## src/rtl/vga_capture.sv

```systemverilog
// rtl/vga_capture.sv - VGA stream receiver: recovers pixel coordinates and strobes,
// measures line/frame timing, checks geometry and reports lock.
module vga_capture #(
   parameter int H_ACTIVE     = 640,
   parameter int V_ACTIVE     = 480,
   parameter int SYNC_ACT_LOW = 1,
   parameter int LOCK_FRAMES  = 2
) (
   input  logic        clk,
   input  logic        reset,
   input  logic        hsync,
   input  logic        vsync,
   input  logic        blank_n,
   input  logic [7:0]  vga_r,
   input  logic [7:0]  vga_g,
   input  logic [7:0]  vga_b,
   output logic        pix_valid,
   output logic [9:0]  pix_x,
   output logic [9:0]  pix_y,
   output logic [23:0] pix_data,
   output logic        line_done,
   output logic        frame_done,
   output logic [11:0] h_total,
   output logic [10:0] v_total,
   output logic [15:0] frame_cnt,
   output logic        locked,
   output logic        err
);

   localparam logic [9:0]  LP_HACT   = 10'(H_ACTIVE);
   localparam logic [11:0] LP_HACT12 = 12'(H_ACTIVE);
   localparam logic [9:0]  LP_VACT   = 10'(V_ACTIVE);
   localparam logic [7:0]  LP_LOCK   = 8'(LOCK_FRAMES);

   typedef enum logic {ST_SEEK, ST_CAPTURE} state_t;

   state_t      r_state;
   logic        r_hs_a, r_hs_p, r_vs_a, r_vs_p, r_blank;
   logic [23:0] r_rgb;
   logic [11:0] r_hclk;
   logic [10:0] r_vline;
   logic [9:0]  r_x, r_y;
   logic [11:0] r_lcnt;
   logic        r_frame_bad;
   logic [7:0]  r_good;

   logic        w_hs_in, w_vs_in;
   logic        w_hs_edge, w_vs_edge, w_cap;
   logic        w_pix_ok, w_over_y;
   logic [11:0] w_lcnt_nx;
   logic        w_line_had, w_line_bad;
   logic [9:0]  w_y_inc, w_y_nx;
   logic        w_fbad;
   logic [10:0] w_vline_nx;
   logic [7:0]  w_good_inc;

   // Sync inputs are normalised so that 1 always means "asserted"
   assign w_hs_in    = (SYNC_ACT_LOW != 0) ? ~hsync : hsync;
   assign w_vs_in    = (SYNC_ACT_LOW != 0) ? ~vsync : vsync;
   assign w_hs_edge  = r_hs_a & ~r_hs_p;
   assign w_vs_edge  = r_vs_a & ~r_vs_p;
   assign w_cap      = (r_state == ST_CAPTURE);

   assign w_pix_ok   = w_cap & r_blank & (r_x < LP_HACT) & (r_y < LP_VACT);
   assign w_over_y   = w_cap & r_blank & (r_y >= LP_VACT);

   assign w_lcnt_nx  = (r_blank && r_lcnt != 12'hfff) ? r_lcnt + 12'd1 : r_lcnt;
   assign w_line_had = (w_lcnt_nx != 12'd0);
   assign w_line_bad = w_line_had & (w_lcnt_nx != LP_HACT12);

   // Line end is folded in before the frame check so a coincident hsync edge counts
   assign w_y_inc    = (r_y == 10'h3ff) ? r_y : r_y + 10'd1;
   assign w_y_nx     = (w_hs_edge && w_line_had) ? w_y_inc : r_y;
   assign w_fbad     = r_frame_bad | w_over_y | (w_hs_edge & w_line_bad) | (w_y_nx != LP_VACT);

   assign w_vline_nx = (w_hs_edge && r_vline != 11'h7ff) ? r_vline + 11'd1 : r_vline;
   assign w_good_inc = (r_good == 8'hff) ? r_good : r_good + 8'd1;

   always_ff @(posedge clk) begin
      if (reset) begin
         r_state     <= ST_SEEK;
         r_hs_a      <= 1'b0;
         r_hs_p      <= 1'b0;
         r_vs_a      <= 1'b0;
         r_vs_p      <= 1'b0;
         r_blank     <= 1'b0;
         r_rgb       <= '0;
         r_hclk      <= '0;
         r_vline     <= '0;
         r_x         <= '0;
         r_y         <= '0;
         r_lcnt      <= '0;
         r_frame_bad <= 1'b0;
         r_good      <= '0;
         pix_valid   <= 1'b0;
         pix_x       <= '0;
         pix_y       <= '0;
         pix_data    <= '0;
         line_done   <= 1'b0;
         frame_done  <= 1'b0;
         h_total     <= '0;
         v_total     <= '0;
         frame_cnt   <= '0;
         locked      <= 1'b0;
         err         <= 1'b0;
      end else begin
         r_hs_a  <= w_hs_in;
         r_hs_p  <= r_hs_a;
         r_vs_a  <= w_vs_in;
         r_vs_p  <= r_vs_a;
         r_blank <= blank_n;
         r_rgb   <= {vga_r, vga_g, vga_b};

         // Timing measurement runs in every state
         if (w_hs_edge) begin
            h_total <= r_hclk;
            r_hclk  <= 12'd1;
         end else if (r_hclk != 12'hfff) begin
            r_hclk  <= r_hclk + 12'd1;
         end
         if (w_vs_edge) begin
            v_total <= w_vline_nx;
            r_vline <= '0;
         end else begin
            r_vline <= w_vline_nx;
         end

         pix_valid  <= w_pix_ok;
         line_done  <= 1'b0;
         frame_done <= 1'b0;
         if (w_pix_ok) begin
            pix_x    <= r_x;
            pix_y    <= r_y;
            pix_data <= r_rgb;
         end

         case (r_state)
            ST_SEEK: begin
               if (w_vs_edge) begin
                  r_state     <= ST_CAPTURE;
                  r_x         <= '0;
                  r_y         <= '0;
                  r_lcnt      <= '0;
                  r_frame_bad <= 1'b0;
               end
            end
            ST_CAPTURE: begin
               r_lcnt <= w_lcnt_nx;
               if (w_pix_ok) r_x <= r_x + 10'd1;
               if (w_over_y) r_frame_bad <= 1'b1;
               if (w_hs_edge) begin
                  r_lcnt <= '0;
                  if (w_line_had) begin
                     line_done <= 1'b1;
                     r_x       <= '0;
                     r_y       <= w_y_nx;
                     if (w_line_bad) r_frame_bad <= 1'b1;
                  end
               end
               if (w_vs_edge) begin
                  frame_done  <= 1'b1;
                  frame_cnt   <= frame_cnt + 16'd1;
                  r_x         <= '0;
                  r_y         <= '0;
                  r_lcnt      <= '0;
                  r_frame_bad <= 1'b0;
                  if (w_fbad) begin
                     err    <= 1'b1;
                     locked <= 1'b0;
                     r_good <= '0;
                  end else begin
                     r_good <= w_good_inc;
                     if (w_good_inc >= LP_LOCK) locked <= 1'b1;
                  end
               end
            end
            default: r_state <= ST_SEEK;
         endcase
      end
   end

endmodule

```

## config.mk

```make
export PLATFORM = sky130hd
export DESIGN_NAME = vga_capture
export DESIGN_NICKNAME = d
export VERILOG_FILES = /design/src/rtl/vga_capture.sv
export SDC_FILE = /design/constraint.sdc
export NUM_CORES = 1
export LEC_CHECK = 0
export BUFFER_PORTS_ARGS = -buffer_cell sky130_fd_sc_hd__buf_4
export CAP_MARGIN = 10
export CORE_ASPECT_RATIO = 1.75
export CORE_MARGIN = 3
export CORE_UTILIZATION = 45
export CTS_BUF_LIST = sky130_fd_sc_hd__clkbuf_4
export DETAILED_ROUTE_END_ITERATION = 16
export PLACE_DENSITY = 0.64
export RECOVER_POWER = 100
export REMOVE_ABC_BUFFERS = 1
export SYNTH_ARGS = -nofsm -noshare
export SYNTH_HDL_FRONTEND = slang
export SYNTH_SLANG_ARGS = --single-unit
```

## constraint.sdc

```tcl
create_clock -name clk -period 3.1 [get_ports clk]
set_clock_uncertainty 0.1 [all_clocks]
set_input_delay 0.62 -clock clk [delete_from_list [all_inputs] [get_ports clk]]
set_output_delay 0.62 -clock clk [all_outputs]
set_load 0.02 [all_outputs]
```

# Word-level counts from Yosys, hierarchy flattened
# Cells that the tools add are included.
# Widths: inputs -> output; s select.
[totals] register_bits=182 word_cells=112
[op_classes] n_mux=34 bitwise=17 magnitude_cmp=4 n_addsub=7 n_eq_ne=10 reduce_logical=14
[op_table] op="$mux 10" n=10
[op_table] op="$mux 12" n=4
[op_table] op="$pmux 10 s2" n=2
[op_table] op="$add 12x1->12 const B" n=2
[op_table] op="$ne 12x12->1 const B" n=2
[op_table] op="$pmux 12 s2" n=1
[op_table] op="$add 10x1->10 const B" n=2
[op_table] op="$add 16x1->16 const B" n=1
[op_table] op="$mux 8" n=2
[op_table] op="$mux 1" n=13
[op_table] op="$ne 12x10->1 const B" n=1
[op_table] op="$reduce_bool 12->1" n=1
[op_table] op="$add 11x1->11 const B" n=1
[op_table] op="$mux 11" n=1
[op_table] op="$ne 11x11->1 const B" n=1
[op_table] op="$eq 10x10->1 const B" n=1
[op_table] op="$ge 10x9->1 const B" n=1
[op_table] op="$lt 10x10->1 const B" n=1
[op_table] op="$lt 10x9->1 const B" n=1
[op_table] op="$ne 10x9->1 const B" n=1
[op_table] op="$reduce_and 3->1" n=3
[op_table] op="$add 8x1->8 const B" n=1
[op_table] op="$and 1x1->1" n=8
[op_table] op="$eq 8x8->1 const B" n=1
[op_table] op="11 further kinds" n=24

# Logic depth before layout (Yosys ltp)
# Gate-level depths: netlist of the first run.
[logic_depth] depth_word=10 ltp_mapped=13 mapped_depth_nobuf=10

# Worst setup path before layout of the first run
# OpenSTA, ideal clock, no wires.
[synth_timing] kind="register to register" start="reg r_y[1]" end="reg locked" required_ns=2.920 setup_ns=0.080 arrival_ns=2.604 period_less_slack_ns=2.784 stages_incl_launch_ff=11 slack_ns=0.316 n_path_buf=0 cell_sequence="dfxtp_1 -> ha_1 -> and2_1 -> nand4_1 -> or2_1 -> or3_1 -> a21oi_1 -> mux2i_1 -> a211oi_1 -> nand4_4 -> a211oi_2"
[synth_via] elab_chain_len=7
[synth_lines] item="start: declaration" line_no="42" source="logic [9:0] r_x, r_y;"
[synth_lines] item="start signal: assignment" line_no="156" source="r_y <= w_y_nx;"
[synth_lines] item="$add 10x1->10, or another cell as far along" line_no="72" source="assign w_y_inc = (r_y == 10'h3ff) ? r_y : r_y + 10'd1;"
[synth_lines] item="$mux 10 / $and 1x1->1 (equally long branches)" line_no="72, 65"
[synth_lines] item="$mux 10 / $or 1x1->1 (equally long branches)" line_no="73, 74"
[synth_lines] item="$ne 10x9->1 / $or 1x1->1 (equally long branches)" line_no="74" source="assign w_fbad = r_frame_bad | w_over_y | (w_hs_edge & w_line_bad) | (w_y_nx != LP_VACT);"
[synth_lines] item="$or 1x1->1 (*)" line_no="74"
[synth_lines] item="$reduce_bool 2->1 (no line)"
[synth_lines] item="$reduce_and 3->1 (no line)"
[synth_lines] item="end signal: assignment" line_no="104" source="locked <= 1'b0;"
[synth_lines] item="end signal: assignment" line_no="169" source="locked <= 1'b0;"
[synth_lines] item="end signal: assignment" line_no="173" source="if (w_good_inc >= LP_LOCK) locked <= 1'b1;"
[synth_lines] item="end: declaration" line_no="26" source="output logic locked,"
# Every way passes the cells marked *; elsewhere a longest branch is shown, timed or not.
# A chain may end at the register's enable or synchronous reset.

# Worst setup path in the final report of the first run
[layout_timing] start="reg r_lcnt[1]" end="reg r_good[7]"
[layout_via] elab_chain_len=9
[layout_lines] item="start: declaration" line_no="43" source="logic [11:0] r_lcnt;"
[layout_lines] item="start signal: assignment" line_no="148" source="r_lcnt <= w_lcnt_nx;"
[layout_lines] item="branches (longest 2 deep; another with $add 12x1->12)"
[layout_lines] item="$mux 12 (*)" line_no="67" source="assign w_lcnt_nx = (r_blank && r_lcnt != 12'hfff) ? r_lcnt + 12'd1 : r_lcnt;"
[layout_lines] item="$reduce_bool 12->1 / $ne 12x10->1 (equally long branches)" line_no="68, 69"
[layout_lines] item="$logic_and 1x1->1 / $and 1x1->1 (equally long branches)" line_no="73, 69"
[layout_lines] item="$mux 10 / $and 1x1->1 (equally long branches)" line_no="73, 74"
[layout_lines] item="$ne 10x9->1 / $or 1x1->1 (equally long branches)" line_no="74"
[layout_lines] item="$or 1x1->1 (*)" line_no="74"
[layout_lines] item="$mux 8 (*)" line_no="167" source="if (w_fbad) begin"
[layout_lines] item="end signal: assignment" line_no="172" source="r_good <= w_good_inc;"
[layout_lines] item="end: declaration" line_no="45" source="logic [7:0] r_good;"
# Mark *: on every way between the ends.

==> Flow_metrics.wiki, run 1 <==
{| class="wikitable"
! Metric !! Value
|-
| Sw Share || 0.276
|-
| Sequential fraction of the synthesis area || 0.476
|-
| Power density of the placed cells || 459 nW/um^2
|-
| Area taken by multi-input logic gates || 3800 sq um
|-
| Maximum clock insertion buffer count || 2
|-
| Drt drc || 0
|-
| Effective utilization at floorplan || 0.463
|-
| Worst max-slew margin expressed relative to the limit || -0.00348
|-
| Via density per instance || 5.26
|-
| Cell type with the highest occurrence count on the critical path || sky130_fd_sc_hd__buf_4
|-
| Ordered cell list for the critical path || ha_1, and4_4, nand2_2, a31o_1, a211oi_2, a41oi_1, buf_4, and2_2, o31ai_4, buf_4, nand4_1, a211oi_1
|-
| Post-synthesis average cell area || 8.39 sq um
|-
| Cell at the slowest stage of the critical path || sky130_fd_sc_hd__dfxtp_2
|-
| Share of synthesized area spent on multiplexers || 0.00523
|-
| Antenna violations before repair || 1
|-
| Overall die area || 18,700 sq um
|-
| Total track usage || 0.189
|-
| Final slew viol count || 37
|-
| Path type of the worst setup path || flop to flop
|-
| Port-buffer cells || 116
|-
| Via count || 6,592
|-
| Total routed wirelength || 17,500 um
|-
| Vert. Die Dim || 179 um
|-
| Clock period minus final worst setup slack || 2.93 ns
|-
| Later-pin clock latency in the skew report || 0.55 ns
|-
| Total buffers and inverters traversed by the critical path || 2
|-
| Psw || 1.11 mW
|-
| Total clock sinks || 182
|-
| Setup violation total in the final timing report || 0
|-
| Maximum cell stage delay along the critical path || 0.38 ns
|-
| Combinational family with the most area after synthesis || simple AND/OR/NAND/NOR gates
|-
| Die extent in x || 105 um
|-
| Share of total power in the clock network || 0.343
|-
| Commonest cells after routing, fill and taps aside || sky130_fd_sc_hd__dfxtp_1, sky130_fd_sc_hd__nand2_1, sky130_fd_sc_hd__a21oi_1, sky130_fd_sc_hd__nor2_1, sky130_fd_sc_hd__clkbuf_1
|-
| Result of the run || finished, violations left
|-
| Max H-tree Level || 4
|-
| Drt initial violations || 269
|-
| Fin worst setup slack || 0.168 ns
|-
| Crit end category || flop
|-
| Share of cells above drive strength 1 || 0.116
|-
| Post-synthesis xor/xnor area fraction || 0.0526
|-
| Flip-flop and latch area || 3650 sq um
|-
| Power share of the combinational group || 0.061
|-
| Pin count of the biggest net entering global routing || 70
|-
| Library cell occupying the most area in the post-synthesis netlist || sky130_fd_sc_hd__dfxtp_1
|-
| Detailed-router iteration count before antenna repair || 4
|-
| Violations in the final reports || capacitance limit, slew limit
|-
| Internal portion of total power || 2.92 mW
|-
| I/O pin total || 117
|-
| Post-synthesis simple-gate area fraction || 0.267
|-
| Total chip power || 4.03 mW
|-
| GP Congestion || 0.860
|-
| Cell at the root of the clock tree || sky130_fd_sc_hd__clkbuf_4
|-
| CP Data Arrival Time || 3.29 ns
|-
| NumNets Final || 1,054
|-
| Number of max-cap violations || 1
|-
| Synth Instances || 913
|-
| Max rail drop VDD || 0.288 mV
|-
| # hold bufs at CTS || 0
|-
| First-pass GRT wire length || 29,300 um
|-
| Top Family by Delay on Critical Path || compound AO/OA/AOI/OAI gates
|-
| Adder and majority gate portion of the synthesized area || 0.0147
|-
| Remaining number of nets flagged by the antenna check after routing || 0
|-
| Area Growth Syn to Fin || 14.6%
|-
| Placeable core region || 16,500 sq um
|-
| Number of warnings issued by yosys || 0
|-
| Filler cells || 1,730
|-
| Sequential cell fraction of total power || 0.597
|-
| LEAKAGE || 3.07 nW
|-
| Total clock buffers created by CTS || 17
|-
| Detail Placement HPWL || 12,100 um
|-
| Fin crit share || 0.946
|-
| TritonCTS clock tree || yes
|-
| CP Data Required Time || 3.45 ns
|-
| Hold Path Class || primary input to flop
|-
| Worst-margin pin slew || 1.51 ns
|-
| Final-layout setup total negative slack || 0 ns
|-
| Final routed wire length divided by cell count || 14.0 um
|-
| Clock-pin slew on the worst setup and hold paths || 0.16 ns
|-
| Number of unique standard cell types used by synthesis || 52
|-
| Top cell type's share of synthesized area || 0.476
|-
| Via count of the first global-routing pass || 6,203
|-
| Type of element launching the critical path || flop
|-
| Final Hold Vio Count || 0
|-
| Most frequent standard cell in the layout excluding fill and tap cells || sky130_fd_sc_hd__dfxtp_1
|-
| Synthesis-stage register bit count || 182
|-
| Global route total overflow || 0
|-
| Post-synthesis cell area || 7660 sq um
|-
| Pre-CTS worst setup slack || 0.0772 ns
|-
| Compound-gate portion of the synthesized area || 0.150
|-
| Top area cells in the synthesized netlist || sky130_fd_sc_hd__dfxtp_1, sky130_fd_sc_hd__nand2_1, sky130_fd_sc_hd__a21oi_1
|-
| Maximum fanout encountered on the critical timing path || 12
|-
| Core Rows || 62
|-
| Highest clock frequency the design can meet || 0.341 GHz
|}
path summary, 6_finish.rpt:
path	start	to	slack [ns]	depth (start not counted)
max	r_lcnt[1]$_SDFFE_PP0P_	r_good[7]$_SDFFE_PP0P_	0.17	12
min	vsync	r_vs_a$_SDFF_PP0_	0.1	2
max reg2reg	r_lcnt[1]$_SDFFE_PP0P_	r_good[7]$_SDFFE_PP0P_	0.17	12
min reg2reg	r_rgb[2]$_SDFF_PP0_	pix_data[2]$_SDFFE_PP0P_	0.33	2
registers in the layout (all words and copies together) (netlist names), 8 cells and up:
| register | count |
|---|---|
| frame_cnt | 16 |
| h_total | 12 |
| pix_data | 24 |
| pix_x | 10 |
| pix_y | 10 |
| r_good | 8 |
| r_hclk | 12 |
| r_lcnt | 12 |
| r_rgb | 24 |
| r_vline | 11 |
| r_x | 10 |
| r_y | 10 |
| v_total | 11 |
power groups by stage:
| stage | logic, mW | clock network (mW) | registers (mW) |
|---|---|---|---|
| 2_1_floorplan | 0.107 | 0 | 2.47 |
| 3_3_place_gp | 0.257 | 0 | 2.45 |
| 3_5_place_dp | 0.259 | 0 | 2.45 |
| 4_1_cts | 0.260 | 1.44 | 2.41 |
| 5_1_grt | 0.276 | 1.54 | 2.41 |
| 6_report | 0.245 | 1.38 | 2.40 |
cells by family (layout without fill, tap and decap cells):
logic type                 Yosys count  count (layout)
AOI/OAI and AO/OA                  184             184
muxes                                4               4
buffers and inverters               63             179
and+or+nand+nor                    425             425
xor gates and xnor gates            46              46
adders and majority gates            9               9
other                                0               1
DFF                                182             182
timing repair:
| item | in CTS | in global routing |
|---|---|---|
| resized for setup | 0 | 16 |
| setup endpoints to repair | 0 | 19 |
| buffers inserted | 0 | 1 |
routing by layer:
metal / vias up / track usage / wire length [um]
met2: 125 / 0.354 / 9380
met3: 14 / 0.0384 / 699
met4: 0 / 0.0701 / 242
li1: 3379 / - / -
met5: - / 0 / 0
met1: 3074 / 0.210 / 7190
cell type report:
cell class / instances / area share
clock buffers: 17 / 0.0145
well taps: 224 / 0.0319
repair buffers: 140 / 0.0811
clock inverters: 15 / 0.0207
multi-input cells: 668 / 0.433
flip-flops and latches: 182 / 0.416
inverters: 7 / 0.00299
diodes: 1 / 0.000285
per-stage QoR:
stage	cell area (sq um)	hold slack, ns	instances	utilization
floorplan	7420	0.311	857	-
global placement	8760	0.318	1220	0.530
detailed placement	8760	0.326	1220	0.530
CTS	9070	0.0380	1252	0.549
global route	8770	0.0271	1254	0.531
finish	8770	0.0985	1254	0.531
synth_stat cells (all sizes together):
| master | number |
|---|---|
| o2111a | 1 |
| or2 | 4 |
| and2 | 11 |
| ha | 9 |
| a31o | 6 |
| nand3b | 1 |
| clkbuf | 48 |
| nor4 | 1 |
| o22ai | 2 |
| nor2 | 94 |
| or3b | 1 |
| a211oi | 23 |
| inv | 7 |
| a311oi | 6 |
| a32oi | 2 |
| dfxtp | 182 |
| mux2i | 4 |
| o21ai | 25 |
| and4 | 10 |
| nand4 | 26 |
| a21oi | 96 |
| nor3 | 15 |
| o211ai | 1 |
| or3 | 4 |
| nand3 | 34 |
| buf | 8 |
| o21a | 1 |
| a21boi | 1 |
| nor2b | 30 |
| o31ai | 2 |
| a21o | 1 |
| a41oi | 5 |
| a41o | 1 |
| nand2 | 155 |
| and3 | 24 |
| xor2 | 32 |
| xnor2 | 14 |
| nand2b | 6 |
| nor4b | 1 |
| o311ai | 1 |
| nand4b | 5 |
| a31oi | 8 |
| a22oi | 2 |
| nor3b | 3 |
(Power assumes the default switching activity.)
==> run 2: changes to the inputs <==
--- a/config.mk
+++ b/config.mk
@@ -5,6 +5,7 @@
 export SDC_FILE = /design/constraint.sdc
 export NUM_CORES = 1
 export LEC_CHECK = 0
+export ABC_AREA = 1
 export BUFFER_PORTS_ARGS = -buffer_cell sky130_fd_sc_hd__buf_4
 export CAP_MARGIN = 10
 export CORE_ASPECT_RATIO = 1.75
@@ -12,7 +13,7 @@
 export CORE_UTILIZATION = 45
 export CTS_BUF_LIST = sky130_fd_sc_hd__clkbuf_4
 export DETAILED_ROUTE_END_ITERATION = 16
-export PLACE_DENSITY = 0.64
+export PLACE_DENSITY = 0.63
 export RECOVER_POWER = 100
 export REMOVE_ABC_BUFFERS = 1
 export SYNTH_ARGS = -nofsm -noshare
==> run 2 against run 1 <==
Net effect:
- the flow now finishes without violations
- via count up 5.3%
- utilization down 0.92 points
- global-route usage up 1.4 points
- combinational power up 29%
- critical path type unchanged
- highest routed layer unchanged
==> Flow_metrics.wiki, run 2 <==
{| class="wikitable"
! Metric !! Value
|-
| Fin worst setup slack || 0.351 ns (+0.183 ns)
|-
| Via density per instance || 4.87 (-7.4%)
|-
| Number of max-cap violations || 0 (-1)
|-
| Antenna violations before repair || 1 (unchanged)
|-
| CP Data Arrival Time || 3.11 ns (-0.18 ns)
|-
| Library cell occupying the most area in the post-synthesis netlist || sky130_fd_sc_hd__dfxtp_1
|-
| Total routed wirelength || 19,000 um (+8.3%)
|-
| Core Rows || 63 (+1.6%)
|-
| Total placed instance area || 8960 sq um (+2.3%)
|-
| Placeable core region || 17,000 sq um (+3.0%)
|-
| Commonest cells after routing, fill and taps aside || sky130_fd_sc_hd__nand2_1, sky130_fd_sc_hd__dfxtp_1, sky130_fd_sc_hd__nor2_1, sky130_fd_sc_hd__inv_1, sky130_fd_sc_hd__clkbuf_1
|-
| Total chip power || 4.00 mW (-0.82%)
|-
| Remaining number of nets flagged by the antenna check after routing || 0 (unchanged)
|-
| Synth Instances || 1,077 (+18%)
|-
| First-pass GRT wire length || 32,100 um (+9.6%)
|-
| Final routed wire length divided by cell count || 13.3 um (-4.9%)
|-
| Total track usage || 0.203 (+0.0138)
|-
| Max rail drop VDD || 0.348 mV (+21%)
|-
| Cell area after layout || 8880 sq um (+1.3%)
|-
| Clock-pin slew on the worst setup and hold paths || 0.16 ns (about the same)
|-
| Vert. Die Dim || 181 um (+1.3%)
|-
| Path type of the worst setup path || flop to flop
|-
| Via count of the first global-routing pass || 6,803 (+9.7%)
|-
| Area taken by multi-input logic gates || 3550 sq um (-6.4%)
|-
| Sequential fraction of the synthesis area || 0.463 (-0.0130)
|-
| Top cell type's share of synthesized area || 0.463 (-0.0130)
|-
| Most numerous cell in the Yosys netlist || sky130_fd_sc_hd__nand2_1
|-
| RSZ-0062 raised after global routing || false
|-
| I/O pin total || 117 (unchanged)
|-
| Most frequent standard cell in the layout excluding fill and tap cells || sky130_fd_sc_hd__nand2_1
|-
| NumNets Final || 1,224 (+16%)
|-
| Worst hold slack || 0.0938 ns (-0.00476 ns)
|-
| Drt initial violations || 231 (-14%)
|-
| Port-buffer cells || 116 (unchanged)
|-
| Number of warnings issued by yosys || 0 (unchanged)
|-
| R2r setup slk || 0.35 ns (+0.18 ns)
|-
| Detail Placement HPWL || 13,900 um (+15%)
|-
| Total clock sinks || 182 (unchanged)
|-
| Result of the run || complete, no violations
|-
| Via count || 6,944 (+5.3%)
|-
| Die extent in x || 106 um (+1.3%)
|-
| Pre-CTS worst setup slack || 0.238 ns (+0.161 ns)
|-
| Overall die area || 19,200 sq um (+2.7%)
|-
| Flip-flop and latch area || 3640 sq um (-0.10%)
|-
| Drt drc || 0 (unchanged)
|-
| Crit end category || flop
|-
| Post-placement cell count || 1,393 (+14%)
|-
| Synth Flop Type || sky130_fd_sc_hd__dfxtp_1
|-
| Worst-margin pin slew || 1.31 ns (-0.190 ns)
|-
| Worst max-slew margin expressed relative to the limit || 0.123 (+0.127)
|-
| Filler cells || 1,827 (+5.6%)
|-
| Hold Path Class || primary input to flop
|-
| Post-synthesis cell area || 7870 sq um (+2.8%)
|-
| Type of element launching the critical path || flop
|-
| Final-layout setup total negative slack || 0 ns (unchanged)
|-
| Post-route non-filler standard cell count || 1,427 (+14%)
|-
| Fin crit share || 0.887 (-0.0590)
|-
| Top area cells in the synthesized netlist || sky130_fd_sc_hd__dfxtp_1, sky130_fd_sc_hd__nand2_1, sky130_fd_sc_hd__nor2_1
|-
| Final slew viol count || 0 (-100%)
|-
| Share of cells above drive strength 1 || 0.0934 (-0.0222)
|-
| Post-synthesis average cell area || 7.31 sq um (-13%)
|-
| Largest registers || pix_data (24), r_rgb (24), frame_cnt (16)
|-
| CP Data Required Time || 3.47 ns (+0.02 ns)
|-
| Highest clock frequency the design can meet || 0.364 GHz (+6.7%)
|-
| Top post-synthesis cells by count || sky130_fd_sc_hd__nand2_1, sky130_fd_sc_hd__dfxtp_1, sky130_fd_sc_hd__nor2_1
|-
| Final Hold Vio Count || 0 (unchanged)
|-
| Effective utilization at floorplan || 0.462 (-0.00105)
|-
| Pin count of the biggest net entering global routing || 47 (-33%)
|-
| Finished Core Util || 0.522 (-0.00922)
|-
| Later-pin clock latency in the skew report || 0.56 ns (about the same)
|-
| Area Growth Syn to Fin || 12.9%
|-
| Ys async rst share || 0 (unchanged)
|-
| Number of enable flip-flop cells after synthesis || 0 (unchanged)
|-
| Maximum clock insertion buffer count || 2 (unchanged)
|-
| Max H-tree Level || 4 (unchanged)
|-
| Synthesis-stage register bit count || 182 (unchanged)
|-
| Cell at the root of the clock tree || sky130_fd_sc_hd__clkbuf_4
|-
| LEAKAGE || 3.51 nW (+14%)
|-
| Number of unique standard cell types used by synthesis || 41 (-21%)
|-
| Maximum fanout encountered on the critical timing path || 19 (+7)
|-
| Detailed-router iteration count before antenna repair || 5 (+1)
|-
| Buffers inserted by post-CTS timing repair || 0 (unchanged)
|-
| GP Congestion || 0.897 (+4.2%)
|-
| Global route total overflow || 0 (unchanged)
|-
| Setup violation total in the final timing report || 0 (unchanged)
|-
| Total clock buffers created by CTS || 17 (unchanged)
|-
| TritonCTS clock tree || yes
|-
| Power density of the placed cells || 450 nW/um^2 (-2.1%)
|-
| Clock period minus final worst setup slack || 2.75 ns (-0.183 ns)
|}
-- run 2: cell types whose count changed after synthesis, moves of 9 or more --
cell,change
sky130_fd_sc_hd__nor2_1,+81
sky130_fd_sc_hd__clkbuf_1,-16
sky130_fd_sc_hd__xor2_1,-14
sky130_fd_sc_hd__nor2_2,+14
sky130_fd_sc_hd__nand2_1,+34
sky130_fd_sc_hd__a21oi_1,-23
sky130_fd_sc_hd__nand3_1,+30
sky130_fd_sc_hd__inv_1,+122
sky130_fd_sc_hd__and2_1,-11
sky130_fd_sc_hd__nor2b_1,-30
sky130_fd_sc_hd__and4_1,-9
sky130_fd_sc_hd__o21ai_0,+54
sky130_fd_sc_hd__and3_1,-24
-- run 2: worst max-delay path, cell delays in order (launching register included) --
cell                       delay (ns)
sky130_fd_sc_hd__dfxtp_1         0.42
sky130_fd_sc_hd__ha_2            0.23
sky130_fd_sc_hd__inv_1           0.07
sky130_fd_sc_hd__nor2_4          0.16
sky130_fd_sc_hd__nand3_2         0.19
sky130_fd_sc_hd__nand3b_1        0.14
sky130_fd_sc_hd__nand2_1         0.09
sky130_fd_sc_hd__nor2_1          0.09
sky130_fd_sc_hd__nand2_1         0.10
sky130_fd_sc_hd__nor2_4          0.11
sky130_fd_sc_hd__nand2_4         0.14
sky130_fd_sc_hd__nand2_4         0.16
sky130_fd_sc_hd__nand2_1         0.06
sky130_fd_sc_hd__nand2_1         0.10
sky130_fd_sc_hd__inv_1           0.05
sky130_fd_sc_hd__nand2_1         0.06
sky130_fd_sc_hd__nor2_1          0.04
sky130_fd_sc_hd__nand3_1         0.09
sky130_fd_sc_hd__nand2_2         0.08
sky130_fd_sc_hd__nand2_4         0.11
sky130_fd_sc_hd__nor2_1          0.05
-- run 2: power by group --
part	switching (mW)	total (mW)	internal, mW
sequential	0.0270	2.42	2.40
clock	0.902	1.26	0.354
combinational	0.219	0.317	0.0981
-- run 2: logic make-up (layout without fill, tap and decap cells) --
logic type,after synthesis,in the layout,share of synthesized area
other,0,1,0
AOI/OAI and AO/OA,180,180,0.126
DFF,182,182,0.463
and+or+nand+nor,507,508,0.283
xor gates and xnor gates,24,24,0.0267
buffers and inverters,174,295,0.0860
muxes,1,1,0.00127
adders and majority gates,9,9,0.0143
-- run 2: final timing paths --
path | from | endpoint | cells past startpoint
worst max-delay path | r_lcnt[1]$_SDFFE_PP0P_ | r_good[6]$_SDFFE_PP0P_ | 20
worst max register to register | r_lcnt[1]$_SDFFE_PP0P_ | r_good[6]$_SDFFE_PP0P_ | 20
worst min-delay path | vsync | r_vs_a$_SDFF_PP0_ | 2
worst min register to register | r_hs_a$_SDFF_PP0_ | r_hs_p$_SDFF_PP0_ | 2
-- run 2: routing by layer --
metal  part of all wire  vias to the layer above  track usage  wire [um]
met3              0.036                       10       0.0411        676
met2               0.56                      106        0.400      10600
met1               0.40                     3170        0.213       7500
met5                  0                        -            0          0
li1                   -                     3658            -          -
met4             0.0087                        0       0.0571        165
-- run 2: layout make-up --
type,count,share of cell area
multi-input combinational,722,0.400
clock inverter,15,0.0162
tap,227,0.0320
clock buffer,17,0.0144
antenna,1,0.000282
sequential,182,0.410
inverter,133,0.0565
timing repair buffer,130,0.0706
-- run 2: repair_timing --
action,4_1_cts,5_1_grt
gates resized for setup,0,3
endpoints found under the setup margin,0,17
hold buffers,0,0
